==> src/rtl/fetch_pkg.sv <==
// Shared constants and payload type for the instruction fetch path.
package fetch_pkg;

   localparam logic [31:0] NOP_INSTR = 32'h0000_0013;

   typedef struct packed {
      logic [31:0] pc;
      logic [31:0] instr;
   } fetch_entry_t;

   function automatic logic [31:0] align_word(input logic [31:0] addr);
      return {addr[31:2], 2'b00};
   endfunction

endpackage

==> src/rtl/fetch_fifo.sv <==
// Prefetch buffer: registered FIFO of {pc, instr} entries with flush and occupancy count.
module fetch_fifo
   import fetch_pkg::*;
#(
   parameter int DEPTH = 4
) (
   input  logic                     clk,
   input  logic                     rst,
   input  logic                     i_push,
   input  fetch_entry_t             i_push_data,
   input  logic                     i_pop,
   input  logic                     i_flush,
   output logic                     o_full,
   output logic                     o_empty,
   output logic [$clog2(DEPTH):0]   o_count,
   output fetch_entry_t             o_head
);

   localparam int AW = $clog2(DEPTH);
   localparam int CW = $clog2(DEPTH) + 1;

   fetch_entry_t    r_mem [DEPTH];
   logic [AW-1:0]   r_wr_ptr;
   logic [AW-1:0]   r_rd_ptr;
   logic [CW-1:0]   r_count;
   logic            w_do_push;
   logic            w_do_pop;

   assign o_empty   = (r_count == '0);
   assign o_full    = (r_count == CW'(DEPTH));
   assign o_count   = r_count;
   assign o_head    = r_mem[r_rd_ptr];

   // A push into a full buffer is legal only when the head leaves in the same cycle.
   assign w_do_pop  = i_pop && !o_empty;
   assign w_do_push = i_push && (!o_full || w_do_pop);

   always_ff @(posedge clk or posedge rst) begin
      if (rst) begin
         r_wr_ptr <= '0;
         r_rd_ptr <= '0;
         r_count  <= '0;
      end else if (i_flush) begin
         r_wr_ptr <= '0;
         r_rd_ptr <= '0;
         r_count  <= '0;
      end else begin
         if (w_do_push) begin
            r_wr_ptr <= r_wr_ptr + AW'(1);
         end
         if (w_do_pop) begin
            r_rd_ptr <= r_rd_ptr + AW'(1);
         end
         case ({w_do_push, w_do_pop})
            2'b10:   r_count <= r_count + CW'(1);
            2'b01:   r_count <= r_count - CW'(1);
            default: r_count <= r_count;
         endcase
      end
   end

   // Storage carries no reset; stale contents are never visible while empty.
   always_ff @(posedge clk) begin
      if (w_do_push && !i_flush) begin
         r_mem[r_wr_ptr] <= i_push_data;
      end
   end

endmodule

==> src/rtl/fetch_unit.sv <==
// Instruction fetch unit: issues in-order word fetches, buffers responses with their PC,
// and handles core redirects by flushing and discarding responses to pre-redirect requests.
module fetch_unit
   import fetch_pkg::*;
#(
   parameter int          DEPTH    = 4,
   parameter logic [31:0] RESET_PC = 32'h0000_0000
) (
   input  logic         clk,
   input  logic         rst,
   output logic         imem_req_valid,
   input  logic         imem_req_ready,
   output logic [31:0]  imem_req_addr,
   input  logic         imem_rsp_valid,
   input  logic [31:0]  imem_rsp_data,
   output logic         instr_valid,
   input  logic         instr_ready,
   output logic [31:0]  instr,
   output logic [31:0]  instr_pc,
   input  logic         redirect_valid,
   input  logic [31:0]  redirect_pc
);

   localparam int          CW    = $clog2(DEPTH) + 1;
   localparam logic [CW:0] LIMIT = (CW + 1)'(DEPTH);

   logic [31:0]    r_fetch_pc;
   logic [31:0]    r_rsp_pc;
   logic [CW-1:0]  r_outstanding;
   logic [CW-1:0]  r_drop_cnt;

   logic [CW-1:0]  w_count;
   logic [CW:0]    w_inflight;
   logic           w_accept;
   logic           w_drop;
   logic           w_push;
   logic           w_pop;
   logic           w_full;
   logic           w_empty;
   fetch_entry_t   w_push_data;
   fetch_entry_t   w_head;

   // Every in-flight request already owns a buffer slot, so the buffer can never overflow.
   assign w_inflight     = {1'b0, r_outstanding} + {1'b0, w_count};
   assign imem_req_valid = !rst && !redirect_valid && !w_full && (w_inflight < LIMIT);
   assign imem_req_addr  = r_fetch_pc;
   assign w_accept       = imem_req_valid && imem_req_ready;

   assign w_drop         = imem_rsp_valid && (redirect_valid || (r_drop_cnt != '0));
   assign w_push         = imem_rsp_valid && !w_drop;
   assign w_pop          = instr_valid && instr_ready && !redirect_valid;

   assign w_push_data.pc    = r_rsp_pc;
   assign w_push_data.instr = imem_rsp_data;

   assign instr_valid = !w_empty;
   assign instr       = instr_valid ? w_head.instr : NOP_INSTR;
   assign instr_pc    = instr_valid ? w_head.pc : 32'h0000_0000;

   always_ff @(posedge clk or posedge rst) begin
      if (rst) begin
         r_fetch_pc    <= align_word(RESET_PC);
         r_rsp_pc      <= align_word(RESET_PC);
         r_outstanding <= '0;
         r_drop_cnt    <= '0;
      end else begin
         case ({w_accept, imem_rsp_valid})
            2'b10:   r_outstanding <= r_outstanding + CW'(1);
            2'b01:   r_outstanding <= r_outstanding - CW'(1);
            default: r_outstanding <= r_outstanding;
         endcase

         // Responses return in order, so the next kept response always belongs to r_rsp_pc.
         if (redirect_valid) begin
            r_fetch_pc <= align_word(redirect_pc);
            r_rsp_pc   <= align_word(redirect_pc);
            r_drop_cnt <= r_outstanding - CW'(imem_rsp_valid);
         end else begin
            if (w_accept) begin
               r_fetch_pc <= r_fetch_pc + 32'd4;
            end
            if (w_push) begin
               r_rsp_pc <= r_rsp_pc + 32'd4;
            end
            if (w_drop) begin
               r_drop_cnt <= r_drop_cnt - CW'(1);
            end
         end
      end
   end

   fetch_fifo #(
      .DEPTH (DEPTH)
   ) u_fifo (
      .clk         (clk),
      .rst         (rst),
      .i_push      (w_push),
      .i_push_data (w_push_data),
      .i_pop       (w_pop),
      .i_flush     (redirect_valid),
      .o_full      (w_full),
      .o_empty     (w_empty),
      .o_count     (w_count),
      .o_head      (w_head)
   );

endmodule
==> config.mk <==
export PLATFORM = sky130hd
export DESIGN_NAME = fetch_unit
export DESIGN_NICKNAME = d
export VERILOG_FILES = /design/src/rtl/fetch_pkg.sv /design/src/rtl/fetch_fifo.sv /design/src/rtl/fetch_unit.sv
export SDC_FILE = /design/constraint.sdc
export NUM_CORES = 1
export LEC_CHECK = 0
export CAP_MARGIN = 20
export CORE_ASPECT_RATIO = 0.6
export CORE_MARGIN = 2
export CORE_UTILIZATION = 40
export CTS_CLUSTER_DIAMETER = 40
export DETAILED_ROUTE_END_ITERATION = 7
export GPL_TIMING_DRIVEN = 0
export HOLD_SLACK_MARGIN = 0.08
export SYNTH_ARGS = -nofsm -noshare
export SYNTH_HDL_FRONTEND = slang
export SYNTH_SLANG_ARGS = --single-unit
==> constraint.sdc <==
create_clock -name clk -period 5.15 [get_ports clk]
set_input_delay 1.03 -clock clk [delete_from_list [all_inputs] [get_ports clk]]
set_output_delay 1.03 -clock clk [all_outputs]
set_load 0.02 [all_outputs]
### After elaboration in Yosys (flattened, before gate mapping)

Memories as Yosys holds them, arrays and structs flattened.
Index checks and enable logic that the tools add are counted.

| storage, ports and cells | value |
|---|---|
| flip-flop bits (word level) | 77 |
| memories kept | 1 |
| logic and storage cells | 69 |
| RAM bits | 256 |
| input bits | 70 |

Memories:

| memory | depth | bits a word | read ports | clocked after memory_dff | wr ports | line | RTL |
|---|---|---|---|---|---|---|---|
| u_fifo.r_mem | 4 | 64 | 1 | 0 | 1 | fetch_fifo.sv:22 | `fetch_entry_t r_mem [DEPTH];` |

| operators by class | value |
|---|---|
| multiplexer cells | 17 |
| reduce and logical (&&, ||, !) cells | 27 |
| order comparisons | 1 |
| equality and inequality tests | 5 |
| $add $sub $neg | 11 |

Operators with widths:

| cell | count |
|---|---|
| $mux W32 | 6 |
| $add A32 B3 Y32 const B | 2 |
| $pmux W3 S2 | 2 |
| $reduce_bool A2 Y1 | 6 |
| $logic_and A1 B1 Y1 | 11 |
| $mux W3 | 3 |
| $sub A3 B1 Y3 const B | 3 |
| $mux W2 | 4 |
| $add A3 B1 Y3 const B | 2 |
| $reduce_bool A3 Y1 | 2 |
| $logic_not A1 Y1 | 5 |
| $add A2 B1 Y2 const B | 2 |
| $add A3 B3 Y4 | 1 |
| $eq A2 B1 Y1 const B | 2 |
| $eq A2 B2 Y1 const B | 2 |
| $lt A4 B3 Y1 const B | 1 |
| $eq A3 B3 Y1 const B | 1 |
| $logic_not A3 Y1 | 1 |
| $sub A3 B1 Y3 | 1 |
| $logic_or A1 B1 Y1 | 2 |
| $mux W1 | 2 |

### Logic depth before layout (Yosys ltp)

Gate-level depths: netlist (run 1).

| depth | value |
|---|---|
| depth in word-level cells | 10 |
| mapped depth | 13 |
| mapped depth without buffers | 11 |

### Modules after synthesis

Synthesis (run 1) repeated with hierarchy kept, for this count alone.

| second synthesis, totals | value |
|---|---|
| cell total of the unflattened synthesis | 897 |
| area total of the unflattened synthesis | 14,123.5 µm² |

Modules (own cells, without submodules):

| module | area each (µm²) | sequential area each (µm²) | instances | cells an instance |
|---|---|---|---|---|
| fetch_fifo | 9,793.1 | 7,862.5 | 1 | 399 |
| fetch_unit | 4,330.4 | 1,651.6 | 1 | 498 |

### Worst setup path after synthesis (run 1)

Ideal clock, no wire load.

| timing path | value |
|---|---|
| path kind | input -> register |
| start point | input instr_ready |
| end point | memory u_fifo.r_mem[0][0] (netlist name) (enable) |
| arrival | 3.524 ns |
| buffers on the path | 1 |
| setup slack | 1.200 ns |
| required time | 4.724 ns |
| stages on the path | 4 |
| path through | clkbuf_1 -> inv_1 -> a311oi_1 -> and2_1 |

| on the way | value |
|---|---|
| longest elaborated chain between the ends | 8 |

RTL lines:

| element | line | RTL |
|---|---|---|
| start: declaration | fetch_unit.sv:17 | `input logic instr_ready,` |
| $logic_and A1 B1 Y1 (2 in a row) | fetch_unit.sv:51 | `assign w_pop = instr_valid && instr_ready && !redirect_valid;` |
| $logic_and A1 B1 Y1 | fetch_fifo.sv:35 | `assign w_do_pop = i_pop && !o_empty;` |
| $logic_or A1 B1 Y1 | fetch_fifo.sv:36 | `assign w_do_push = i_push && (!o_full \|\| w_do_pop);` |
| $logic_and A1 B1 Y1 | fetch_fifo.sv:36 |  |
| $logic_and A1 B1 Y1 | fetch_fifo.sv:64 | `if (w_do_push && !i_flush) begin` |
| $mux W1 | fetch_fifo.sv:64 |  |
| $mux W1 (implied by the code) | fetch_fifo.sv:65 | `r_mem[r_wr_ptr] <= i_push_data;` |
| end: declaration | fetch_fifo.sv:22 |  |

Every way passes these cells.

### Worst setup path after layout (run 1)

| timing path | value |
|---|---|
| start point | input redirect_valid |
| end point | output imem_req_valid |

| on the way | value |
|---|---|
| longest elaborated chain between the ends | 4 |

RTL lines:

| element | line | RTL |
|---|---|---|
| start: declaration | fetch_unit.sv:20 | `input logic redirect_valid,` |
| $logic_not A1 Y1 | fetch_unit.sv:45 | `assign imem_req_valid = !rst && !redirect_valid && !w_full && (w_inflight < LIMIT);` |
| $logic_and A1 B1 Y1 (3 in a row) | fetch_unit.sv:45 |  |
| end: declaration | fetch_unit.sv:11 | `output logic imem_req_valid,` |

Every way passes these cells.

==> results list, run 1 <==
- The layout has 2854 filler cells.
- The first global-routing pass estimated 51880 microns of wire.
- Of the total synthesized cell area, the portion taken by AND, OR, NAND and NOR gates is 0.1074.
- Leaving out fill and tap cells, the most frequent cells in the layout are sky130_fd_sc_hd__edfxtp_1, sky130_fd_sc_hd__clkdlybuf4s50_1, sky130_fd_sc_hd__dfrtp_1.
* Total routing usage reported by global routing: 0.1899
- The max-slew violation count came to 0.
- Share of the synthesized area in the top cell type: 0.5423
* Leading cell type in the layout, fill and taps excluded: sky130_fd_sc_hd__edfxtp_1
- Of the total synthesized cell area, the portion taken by full adders, half adders and majority gates is 0.01476.
* Worst-skew pair later-pin latency: 0.53 ns
* DRC errors left: 0
* CP Class: input port to primary output
* R2R Path Start: u_fifo.o_count[1]
- Required @ worst endpoint: 4.12 ns
- For this block, the routed nets add up to 33280 microns of wire.
- Initial cell density of the core: 0.4067
- The design draws 6.837 mW.
- The slowest stage of the critical path belongs to the cell sky130_fd_sc_hd__clkdlybuf4s50_1.
* Sw frac: 0.2589
- Clock-pin slew was measured on the worst setup and hold paths at 0.06 ns.
- Max Cap Violations: 0
- Yosys warning total: 0
- Antenna Violating Nets Remaining: 0
- Across the VDD grid, the largest voltage drop is 0.0002165 V.
- In this run the tightest slew margin relative to its limit is 0.2495.
- Leakage power summed over all cells: 5.874 nW
- Crit path top cell by count: sky130_fd_sc_hd__clkdlybuf4s50_1
- The run finished with clean final reports.
- Worst Hold Class: register to register
- In this design, the stage delay of the slowest critical-path cell is 0.75 ns.
- DIE HEIGHT: 147.5 microns
- For this design, the sink count on the clock tree is 321.
- Internal: 5.067 mW
- FFs w/ async S/R, synth: 0.2274
- The die covers 0.03588 sq mm.
- Cell area reported after detailed placement: 0.01606 sq mm
- The die is 243.2 microns wide.
- Flip-flop cell with the highest count after synthesis: sky130_fd_sc_hd__edfxtp_1
- Before antenna repair, the detailed router went through 5 iterations.
- The worst hold path begins at r_outstanding[0].
* Period utilization: 0.9003
- Of the total synthesized cell area, the portion taken by XOR and XNOR cells is 0.02615.
- Initial DRC Count: 712
- Root buffer selected by CTS: sky130_fd_sc_hd__clkbuf_16
- The share of the synthesized area in compound gates (AO/OA/AOI/OAI) was 0.04546.
- Area Overhead vs Synth: 26.49%
* Clock Path Buffers: 3
- Via count of the first global-routing pass: 8523
- Worst Reg-to-Reg Cells: 13
- The clock tree synthesis step divided the H-tree into 2 levels.
- Number of flops mapped to enable cells by yosys: 248
- After floorplanning, the core was divided into 52 placement rows.
- Count of nets after finishing: 1175
- In the final layout, the share of cells above drive strength 1 is 0.1421.
- In this run the tool buffered the top-level ports with 159 buffer cells.
* Register-to-register setup slack: 1.79 ns
- HPWL reported at the end of detailed placement: 22540 microns
- Counting I/O delays and the setup requirement, the final critical path takes 4.636 ns.
* Dominant cells by area after synthesis: sky130_fd_sc_hd__edfxtp_1, sky130_fd_sc_hd__dfrtp_1, sky130_fd_sc_hd__mux4_2
- sky130_fd_sc_hd__edfxtp_1 takes more of the synthesized area than any other cell.
- Slew of the pin with the lowest slew margin: 1.116 ns
* Final-report setup violation count: 0
- Kind of launch point of the worst setup path: input port
- Antenna violations before repair: 0
- The core region is 0.03377 sq mm.
* Number of buffers inserted for hold repair after clock tree synthesis: 0
- Number of standard cells after synthesis: 881
* Share of cell area taken by muxes after synthesis: 0.1096
- The worst setup path is captured at a primary output.
- After routing the design area is 0.01737 sq mm.
* Inserted Diodes: 0
- Worst path arrival time: 3.61 ns
- Part of the Yosys area used for sequential elements: 0.6753
- Total setup buffers inserted after CTS: 0
- Biggest fanout along the worst timing path: 10
- Counting the buffers created by CTS gives 39.
- Comb power frac: 0.143
- The congestion estimate from routability-driven global placement came to 0.8348.
- The routed layout has 8382 vias.
- Maximum clock rate: 215.7 MHz
- Unrepaired setup endpoints after global routing: false
* I/O pin cnt: 168
- Count of cells along the worst hold path: 1
- The worst hold path terminates at r_outstanding[0].
- After synthesis, the netlist uses 53 different library cells.
- Summed over all layers, the global routing overflow is 0.
* Sequence of cells on the critical path: clkdlybuf4s50_1 -> or3_4 -> a2111oi_4 -> clkdlybuf4s50_1
* Power per unit of standard cell area: 393.5 mW/mm^2
* Number of instances resized during post-cts repair: 0
* Main combinational cell family by area after synthesis: multiplexers
- Count of endpoints failing hold in the final timing report: 0
- After detailed routing, the number of vias per cell comes to 5.312.
- Syn Area/Cell: 15.59 sq um
- After synthesis the cells add up to 0.01373 sq mm.
- Of the total power, registers draw 0.451.
* Pin count of the biggest net entering global routing: 64
- FF-to-FF End: r_outstanding[2]
- TritonCTS clock tree: done
- The analysis attributes to net switching a power of 1.770 mW.
- After detailed routing, the average wire length per cell comes to 21.09 microns.
- After routing, the total negative slack on setup checks comes to 0 ns.
- After synthesis the netlist holds a flip-flop and latch count of 321.
- Between clock sinks in the finished design, the worst skew comes to 0.03125 ns.
* Utilization after layout: 0.5145
- Clk network pwr share: 0.405
- Across all hold checks on the routed design, the worst slack comes to 0.5022 ns.
-- stage by stage --
stage | instances | setup WS, ns
2_1_floorplan | 884 | 1.200
3_3_place_gp | 1502 | -0.8961
3_5_place_dp | 1507 | 0.5451
4_1_cts | 1577 | 0.3921
5_1_grt | 1578 | 0.2243
6_report | 1578 | 0.5137
-- metal layers --
layer | part of all wire | GRT usage
met1 | 0.49 | 0.2936
met2 | 0.44 | 0.2751
met3 | 0.061 | 0.03885
met4 | 0.015 | 0.04448
met5 | 0 | 0
-- flip-flops by register name (all words and copies together) (netlist names) --
register,count
u_fifo.r_mem,248
imem_req_addr,30
r_rsp_pc,30
r_drop_cnt,3
r_outstanding,3
u_fifo.o_count,3
u_fifo.r_rd_ptr,2
u_fifo.r_wr_ptr,2
-- worst max path at each step --
stage	startpoint	to	slack [ns]	depth (start not counted)
final	redirect_valid	imem_req_valid	0.51	4
after global routing	u_fifo.r_rd_ptr[0]	instr_pc[28]	0.22	5
after CTS	u_fifo.r_rd_ptr[0]	instr_pc[16]	0.39	5
after detailed placement	redirect_valid	u_fifo.o_count[2]	0.55	10
after global placement	imem_rsp_valid	u_fifo.r_mem[1][2]	-0.90	4
after floorplan	instr_ready	u_fifo.r_mem[0][0]	1.20	4
-- layout make-up --
| type | count | area [sq um] | area share |
|---|---|---|---|
| Sequential cell | 321 | 9274 | 0.5339 |
| Multi-Input combinational cell | 494 | 4192 | 0.2413 |
| Timing Repair Buffer | 165 | 1734 | 0.09983 |
| Clock buffer | 48 | 1072 | 0.06173 |
| Tap cell | 459 | 574.3 | 0.03306 |
| Clock inverter | 22 | 234.0 | 0.01347 |
| Buffer | 43 | 188.9 | 0.01088 |
| Inverter | 26 | 102.6 | 0.005906 |
-- critical path, delay by kind of cell --
kind                   cells  cell delay [ns]
buffers and inverters      2             1.36
AOI/OAI and AO/OA          1             0.74
and+or+nand+nor            1             0.48
-- cell usage after synthesis, types with 4 or more instances --
master                       n
sky130_fd_sc_hd__a21o_1      5
sky130_fd_sc_hd__a21oi_1     8
sky130_fd_sc_hd__a221o_1     4
sky130_fd_sc_hd__a31oi_1     4
sky130_fd_sc_hd__and2_1     69
sky130_fd_sc_hd__and3_1      8
sky130_fd_sc_hd__and4_1      5
sky130_fd_sc_hd__buf_1       9
sky130_fd_sc_hd__buf_4       5
sky130_fd_sc_hd__clkbuf_1   27
sky130_fd_sc_hd__dfrtp_1    73
sky130_fd_sc_hd__edfxtp_1  248
sky130_fd_sc_hd__ha_1       13
sky130_fd_sc_hd__inv_1      25
sky130_fd_sc_hd__mux2_2      7
sky130_fd_sc_hd__mux4_2     62
sky130_fd_sc_hd__nand2_1    65
sky130_fd_sc_hd__nand3_1    40
sky130_fd_sc_hd__nand4_1    18
sky130_fd_sc_hd__nor2_1     17
sky130_fd_sc_hd__nor3_1     16
sky130_fd_sc_hd__nor4_1      9
sky130_fd_sc_hd__o211ai_1   16
sky130_fd_sc_hd__o21ai_0    25
sky130_fd_sc_hd__o31a_1      7
sky130_fd_sc_hd__or2_2       5
sky130_fd_sc_hd__or3_1       6
sky130_fd_sc_hd__or4_1       6
sky130_fd_sc_hd__xnor2_1    27
sky130_fd_sc_hd__xor2_1     14
-- power groups by stage --
stage	Sequential [mW]	Combinational, mW	Clock (mW)
floorplan	3.13	0.554	0
global placement	3.14	0.967	0
detailed placement	3.14	0.989	0
CTS	3.08	0.995	2.83
global route	3.11	1.07	2.96
finish	3.09	0.979	2.77
-- kinds of logic (layout without fill, tap and decap cells) --
logic type      Yosys count  count (layout)
xor+xnor                 41              41
compound gates           88              88
other cells               1               4
simple gates            274             274
flops                   321             321
fa+ha+maj                15              15
buf+inv                  69             304
mux                      72              72
Power figures use the tool's default switching activity.
==> inputs of run 2 (changes only) <==
--- a/config.mk
+++ b/config.mk
@@ -5,11 +5,12 @@
 export SDC_FILE = /design/constraint.sdc
 export NUM_CORES = 1
 export LEC_CHECK = 0
+export ABC_AREA = 0
 export CAP_MARGIN = 20
 export CORE_ASPECT_RATIO = 0.6
 export CORE_MARGIN = 2
 export CORE_UTILIZATION = 40
-export CTS_CLUSTER_DIAMETER = 40
+export CTS_CLUSTER_DIAMETER = 30
 export DETAILED_ROUTE_END_ITERATION = 7
 export GPL_TIMING_DRIVEN = 0
 export HOLD_SLACK_MARGIN = 0.08
==> results list, run 2 (synthesis gave the netlist of run 1 again) <==
- Max-slew headroom at the worst pin: 0.3158 (+0.06632)
- Setup repair after global routing left no endpoint under its margin.
- Required @ worst endpoint: 4.12 ns (about the same)
- Register with the most flip-flops: u_fifo.r_mem
* Final Wtd Congestion: 0.8348 (unchanged)
* Total vias in the final route: 8533 (+1.8%)
* Fraction of final layout cells with drive strength greater than 1: 0.1664 (+0.02429)
- The latest clock arrival within the worst-skew pair came to 0.57 ns (+0.04 ns).
- Routed wirelength normalized by instance count: 20.91 microns (-0.85%)
- The run finished with clean final reports.
- The time the worst path needs with I/O delays and setup is 4.599 ns (-0.03704 ns).
- Initial DRC Count: 680 (-4.5%)
- TritonCTS clock tree: done
- The worst hold path belongs to the class register to register.
* Met3 routed wirelength: 2334 microns (+14%)
* Final-report setup violation count: 0 (unchanged)
- Hold Crit Start: r_outstanding[0]
* Commonest cells after routing, fill and taps aside: sky130_fd_sc_hd__edfxtp_1, sky130_fd_sc_hd__clkdlybuf4s50_1, sky130_fd_sc_hd__dfrtp_1
* Length of routed wiring on met1: 15900 microns (-2.1%)
* Summed area of non-filler cells in the final layout: 0.01796 sq mm (+3.4%)
- First-pass detailed-route iteration total: 5 (unchanged)
- Total setup buffers inserted after CTS: 0 (unchanged)
- Slowest cell on the critical path: sky130_fd_sc_hd__clkdlybuf4s50_1
- Clock-pin slew on the worst setup and hold paths: 0.05 ns (about the same)
- The y dimension of the die came to 147.5 microns (unchanged).
- The count of instances resized after the clock tree is built came to 0 (unchanged).
- The cell count of the worst hold path is 1 (unchanged).
- Number of buffers inserted for hold repair after clock tree synthesis: 0 (unchanged)
- Maximum clock rate: 217.4 MHz (+0.81%)
- DRC errors left: 0 (unchanged)
* Area of the core region: 0.03377 sq mm (unchanged)
* Number of slew-limit violations in the final report: 0 (unchanged)
- Area Overhead vs Synth: 30.77%
- Antenna Violating Nets Remaining: 0 (unchanged)
- The data arrival at the endpoint of the critical path was 3.57 ns (-0.04 ns).
- The number of vias per cell after detailed routing is 5.310 (about the same).
* Total chip power: 7.788 mW (+14%)
- The net total in the final layout is 1189 (+1.2%).
- The biggest fanout along the worst timing path was 10 (unchanged).
- The maximum count of clock buffers along a single path came to 3 (unchanged).
- The number of standard-cell rows in the floorplan is 52 (unchanged).
- The number of H-tree levels came to 2 (unchanged).
- The total routed wirelength is 33600 microns (+0.97%).
- The worst stage delay on the critical path came to 0.74 ns (about the same).
- The worst setup path is captured at a primary output.
* Die ar.: 0.03588 sq mm (unchanged)
* Max FFs per register: 248 (unchanged)
* Crit path top cell by count: sky130_fd_sc_hd__clkdlybuf4s50_1
* Met2 wirelength from detailed routing: 14810 microns (+2.1%)
- Pin count of the biggest net entering global routing: 64 (unchanged)
- Number of clock sinks: 321 (unchanged)
- Peak supply drop: 0.0004181 V (+93%)
* Worst Reg-to-Reg Cells: 13 (unchanged)
* Sequence of cells on the critical path: clkdlybuf4s50_1 -> or3_4 -> a2111oi_4 -> clkdlybuf4s50_1
- Register-to-register setup slack: 1.77 ns (-0.02 ns)
- Worst hold endpoint: r_outstanding[0]
- Top Layer Used: met4
* HPWL reported at the end of detailed placement: 22540 microns (unchanged)
* Antenna violations before repair: 0 (unchanged)
* Clock buffers created by TritonCTS: 53 (+36%)
- The clock tree skew after final layout came to 0.03719 ns (+0.005941 ns).
- The die extent in x came to 243.2 microns (unchanged).
* Count of endpoints failing hold in the final timing report: 0 (unchanged)
* Slew of the pin with the lowest slew margin: 1.017 ns (-0.09857 ns)
- The effective utilization at floorplan came to 0.4067 (unchanged).
* Total grt overflow: 0 (unchanged)
- Cell area reported after detailed placement: 0.01606 sq mm (unchanged)
- Power per unit of standard cell area: 433.7 mW/mm^2 (+10%)
- I/O Buffers: 159 (unchanged)
* I/O pin cnt: 168 (unchanged)
- The number of global-route vias before repair was 8750 (+2.7%).
- Root buffer selected by CTS: sky130_fd_sc_hd__clkbuf_16
- WHS: 0.5054 ns (+0.003173 ns)
- Total routing usage reported by global routing: 0.1924 (+0.002483)
- First-pass GRT wire length: 52610 microns (+1.4%)
- Layout filler cell count: 2805 (-1.7%)
- CP Class: input port to primary output
- Inserted Diodes: 0 (unchanged)
- The worst register-to-register path ends at r_outstanding[2].
* R2R Path Start: u_fifo.o_count[1]
- Leading cell type in the layout, fill and taps excluded: sky130_fd_sc_hd__edfxtp_1
- Max Cap Violations: 0 (unchanged)
* Leakage power summed over all cells: 6.155 nW (+4.8%)
- Period utilization: 0.8931 (-0.007192)
* Kind of launch point of the worst setup path: input port
-- run 2: changes by cell type in the layout (fill, tap and decap cells not counted), sizes merged --
cell / before / now
inv: 35 / 47
clkinv: 9 / 11
clkinvlp: 1 / 3
bufinv: 3 / 7
clkbuf: 75 / 84
-- run 2: worst max-delay path by stage --
| stage | from | endpoint | slack (ns) | cells after the start |
|---|---|---|---|---|
| 4_1_cts | u_fifo.r_rd_ptr[0] | instr_pc[16] | 0.35 | 5 |
| 2_1_floorplan | instr_ready | u_fifo.r_mem[0][0] | 1.20 | 4 |
| 3_5_place_dp | redirect_valid | u_fifo.o_count[2] | 0.55 | 10 |
| 5_1_grt | u_fifo.r_rd_ptr[0] | instr_pc[16] | 0.19 | 5 |
| 3_3_place_gp | imem_rsp_valid | u_fifo.r_mem[1][2] | -0.90 | 4 |
| 6_report | redirect_valid | imem_req_valid | 0.55 | 4 |
-- run 2: metal layers --
layer,track usage,vias to the layer above
met5,0,-
met1,0.2884,4318
met2,0.2802,276
li1,-,3892
met3,0.04920,47
met4,0.04785,0
-- run 2: stage by stage --
step / utilization / worst slack, ns / std cells / setup TNS (ns)
4_1_cts: 0.5317 / 0.3474 / 1606 / 0
2_1_floorplan: - / 1.200 / 884 / 0
5_1_grt: 0.5318 / 0.1896 / 1607 / 0
3_5_place_dp: 0.4756 / 0.5451 / 1507 / 0
3_3_place_gp: 0.4712 / -0.8961 / 1502 / -215.53
6_report: 0.5318 / 0.5507 / 1607 / 0
-- run 2: worst max-delay path: cells and delay by family --
kind / cells / cell delay [ns]
and+or+nand+nor: 1 / 0.48
buffers and inverters: 2 / 1.34
AOI/OAI and AO/OA: 1 / 0.71
-- run 2: report_power, final --
group | switching, mW | leakage, nW | total (mW) | internal [mW]
sequential | 0.137 | 3.12 | 3.09 | 2.95
combinational | 0.523 | 2.11 | 0.980 | 0.458
clock | 1.36 | 0.921 | 3.72 | 2.36
total | 2.02 | 6.15 | 7.79 | 5.77
-- run 2: cell type report --
cell class,count,area [sq um],area share
plain buffers,43,188.9,0.01052
clock buffers,57,1384,0.07706
clock inverters,42,509.2,0.02836
inverters,26,102.6,0.005713
multi-input cells,494,4192,0.2334
flip-flops and latches,321,9274,0.5164
well taps,459,574.3,0.03198
repair buffers,165,1734,0.09656
==> inputs of run 3 (changes only) <==
--- a/config.mk
+++ b/config.mk
@@ -6,10 +6,10 @@
 export NUM_CORES = 1
 export LEC_CHECK = 0
 export ABC_AREA = 0
-export CAP_MARGIN = 20
 export CORE_ASPECT_RATIO = 0.6
 export CORE_MARGIN = 2
 export CORE_UTILIZATION = 40
+export CTS_BUF_LIST = sky130_fd_sc_hd__clkbuf_8
 export CTS_CLUSTER_DIAMETER = 30
 export DETAILED_ROUTE_END_ITERATION = 7
 export GPL_TIMING_DRIVEN = 0
==> results list, run 3 (synthesis gave the netlist of run 1 again) <==
- Result of the run: complete, no violations
- From synthesis to final layout, the design area changed by 26.40%.
- The number of routed nets with antenna violations came to 0 (unchanged).
* Initial cell density of the core: 0.4067 (unchanged)
- The final period utilization came to 0.8971 (+0.004012).
- The total power density per cell area was 390.5 mW/mm^2 (-10%).
- The count of instances resized after the clock tree is built came to 0 (unchanged).
- The final routed wire length divided by cell count is 20.84 microns (-0.31%).
* Max-slew headroom at the worst pin: 0.2070 (-0.1088)
- Worst Hold Class: register to register
* DRC errors left: 0 (unchanged)
- Clock Path Buffers: 3 (unchanged)
- The number of buffers added by the clock tree synthesis step came to 57 (+7.5%).
- Biggest fanout along the worst timing path: 10 (unchanged)
* Total Wirelength: 33560 microns (-0.12%)
- The number of search-and-repair iterations in the first detailed-routing pass is 5 (unchanged).
* Clock-pin slew on the worst setup and hold paths: 0.07 ns (+0.02 ns)
- The latest clock arrival within the worst-skew pair came to 0.60 ns (+0.03 ns).
- Antenna violations before repair: 0 (unchanged)
* Final setup slack of the worst path: 0.5300 ns (-0.02066 ns)
- TritonCTS built the clock tree.
* Total routing usage reported by global routing: 0.1906 (-0.001796)
* Initial DRC Count: 728 (+7.1%)
- Peak supply drop: 0.0002338 V (-44%)
- The number of standard-cell rows in the floorplan was 52 (unchanged).
- Max FFs per register: 248 (unchanged)
* HPWL reported at the end of detailed placement: 22540 microns (unchanged)
- The y dimension of the die is 147.5 microns (unchanged).
* Total vias in the final route: 8481 (-0.61%)
- The required time of the critical path was 4.12 ns (about the same).
- Unrepaired setup endpoints after global routing: false
* Total chip power: 6.778 mW (-13%)
* Area of the core region: 0.03377 sq mm (unchanged)
- The register with the most flip-flops in the final layout is u_fifo.r_mem.
- Final period demand of the worst path: 4.620 ns (+0.02066 ns)
- Commonest cells after routing, fill and taps aside: sky130_fd_sc_hd__edfxtp_1, sky130_fd_sc_hd__clkdlybuf4s50_1, sky130_fd_sc_hd__dfrtp_1
- Root buffer selected by CTS: sky130_fd_sc_hd__clkbuf_8
- The maximum achievable frequency is 216.5 MHz (-0.45%).
- The antenna diode count is 0 (unchanged).
* Worst setup slack before clock tree synthesis: 0.5451 ns (unchanged)
- Leading cell type in the layout, fill and taps excluded: sky130_fd_sc_hd__edfxtp_1
* Number of slew-limit violations in the final report: 0 (unchanged)
- The number of vias per cell after detailed routing is 5.268 (-0.79%).
- Pin count of the biggest net entering global routing: 64 (unchanged)
- The quantity of I/O buffers inserted on ports is 159 (unchanged).
- CP Class: register to primary output
- Max Cap Violations: 0 (unchanged)
* Leakage power summed over all cells: 5.890 nW (-4.3%)
* Number of clock sinks: 321 (unchanged)
- Setup skew after layout: 0.02594 ns (-0.01125 ns)
* Total grt overflow: 0 (unchanged)
- The number of global-route vias before repair came to 8641 (-1.2%).
- The ratio of cells with drive above 1 in the final layout is 0.1546 (-0.01173).
- The transition time of the tightest slew-check pin is 1.182 ns (+0.1646 ns).
- The number of I/O pins came to 168 (unchanged).
- The number of hold violations in the final report was 0 (unchanged).
- Category of the worst setup path capture point: primary output
* Die ar.: 0.03588 sq mm (unchanged)
* First-pass GRT wire length: 52010 microns (-1.1%)
* Number of buffers inserted for hold repair after clock tree synthesis: 0 (unchanged)
- The net total in the final layout came to 1192 (+0.25%).
- The setup fix buffers added after clock tree synthesis is 0 (unchanged).
- The data arrival at the endpoint of the critical path was 3.59 ns (+0.02 ns).
* Final-report setup violation count: 0 (unchanged)
- The die extent in x is 243.2 microns (unchanged).
- The worst setup path is launched from a register.
- Total number of H-tree levels: 2 (unchanged)
- The weighted congestion at the end of routability-driven global placement was 0.8348 (unchanged).
==> run 3: cell types whose count changed in the layout (fill, tap and decap cells not counted), sizes merged <==
| cell | change |
|---|---|
| clkinvlp | +5 |
| inv | -10 |
| buf | -1 |
| bufinv | +4 |
| clkinv | +5 |
==> run 3: final timing paths <==
path | start | cells after the start | end | slack (ns)
hold / removal | r_outstanding[0] | 1 | r_outstanding[0] | 0.51
min in group asynchronous | rst | 2 | imem_req_addr[2] | 0.73
setup / recovery | u_fifo.r_rd_ptr[0] | 5 | instr_pc[16] | 0.53
max in group asynchronous | rst | 3 | imem_req_addr[25] | 3.83
setup reg to reg | u_fifo.o_count[1] | 13 | r_outstanding[2] | 1.78
hold reg to reg | r_outstanding[0] | 1 | r_outstanding[0] | 0.51
==> run 3: final cells by class <==
| class | count | area, sq um |
|---|---|---|
| fillers | 2877 | 16410 |
| flip-flops and latches | 321 | 9274 |
| multi-input cells | 494 | 4192 |
| repair buffers | 164 | 1729 |
| clock buffers | 57 | 784.5 |
| well taps | 459 | 574.3 |
| clock inverters | 46 | 514.2 |
| plain buffers | 43 | 188.9 |
| inverters | 26 | 102.6 |
==> run 3: critical path, stage by stage, from the launching register on <==
cell and delay (ns):
sky130_fd_sc_hd__dfrtp_1 0.32, sky130_fd_sc_hd__clkbuf_1 0.55, sky130_fd_sc_hd__buf_1 0.74, sky130_fd_sc_hd__mux4_2 0.65, sky130_fd_sc_hd__and2_1 0.18, sky130_fd_sc_hd__clkdlybuf4s50_1 0.54
==> run 3: metrics by stage <==
stage	std cells	util	area (sq um)	setup TNS (ns)	hold slack, ns
floorplan	884	-	13740	0	0.4597
global placement	1502	0.4712	15910	-215.53	0.4891
detailed placement	1507	0.4756	16060	0	0.4975
CTS	1610	0.5141	17360	0	0.5083
global route	1610	0.5141	17360	0	0.5492
finish	1610	0.5141	17360	0	0.5068
==> run 3: report_power, final <==
group,switching [mW],internal [mW],leakage (nW)
Combinational,0.521,0.457,2.11
Sequential,0.137,2.95,3.12
Clock,1.11,1.60,0.662
==> run 3: metal layers <==
layer | global-route usage | vias up | routed length (microns)
li1 | - | 3859 | -
met1 | 0.2875 | 4323 | 16190
met2 | 0.2801 | 255 | 14780
met3 | 0.04339 | 44 | 2136
met4 | 0.04663 | 0 | 453
met5 | 0 | - | 0
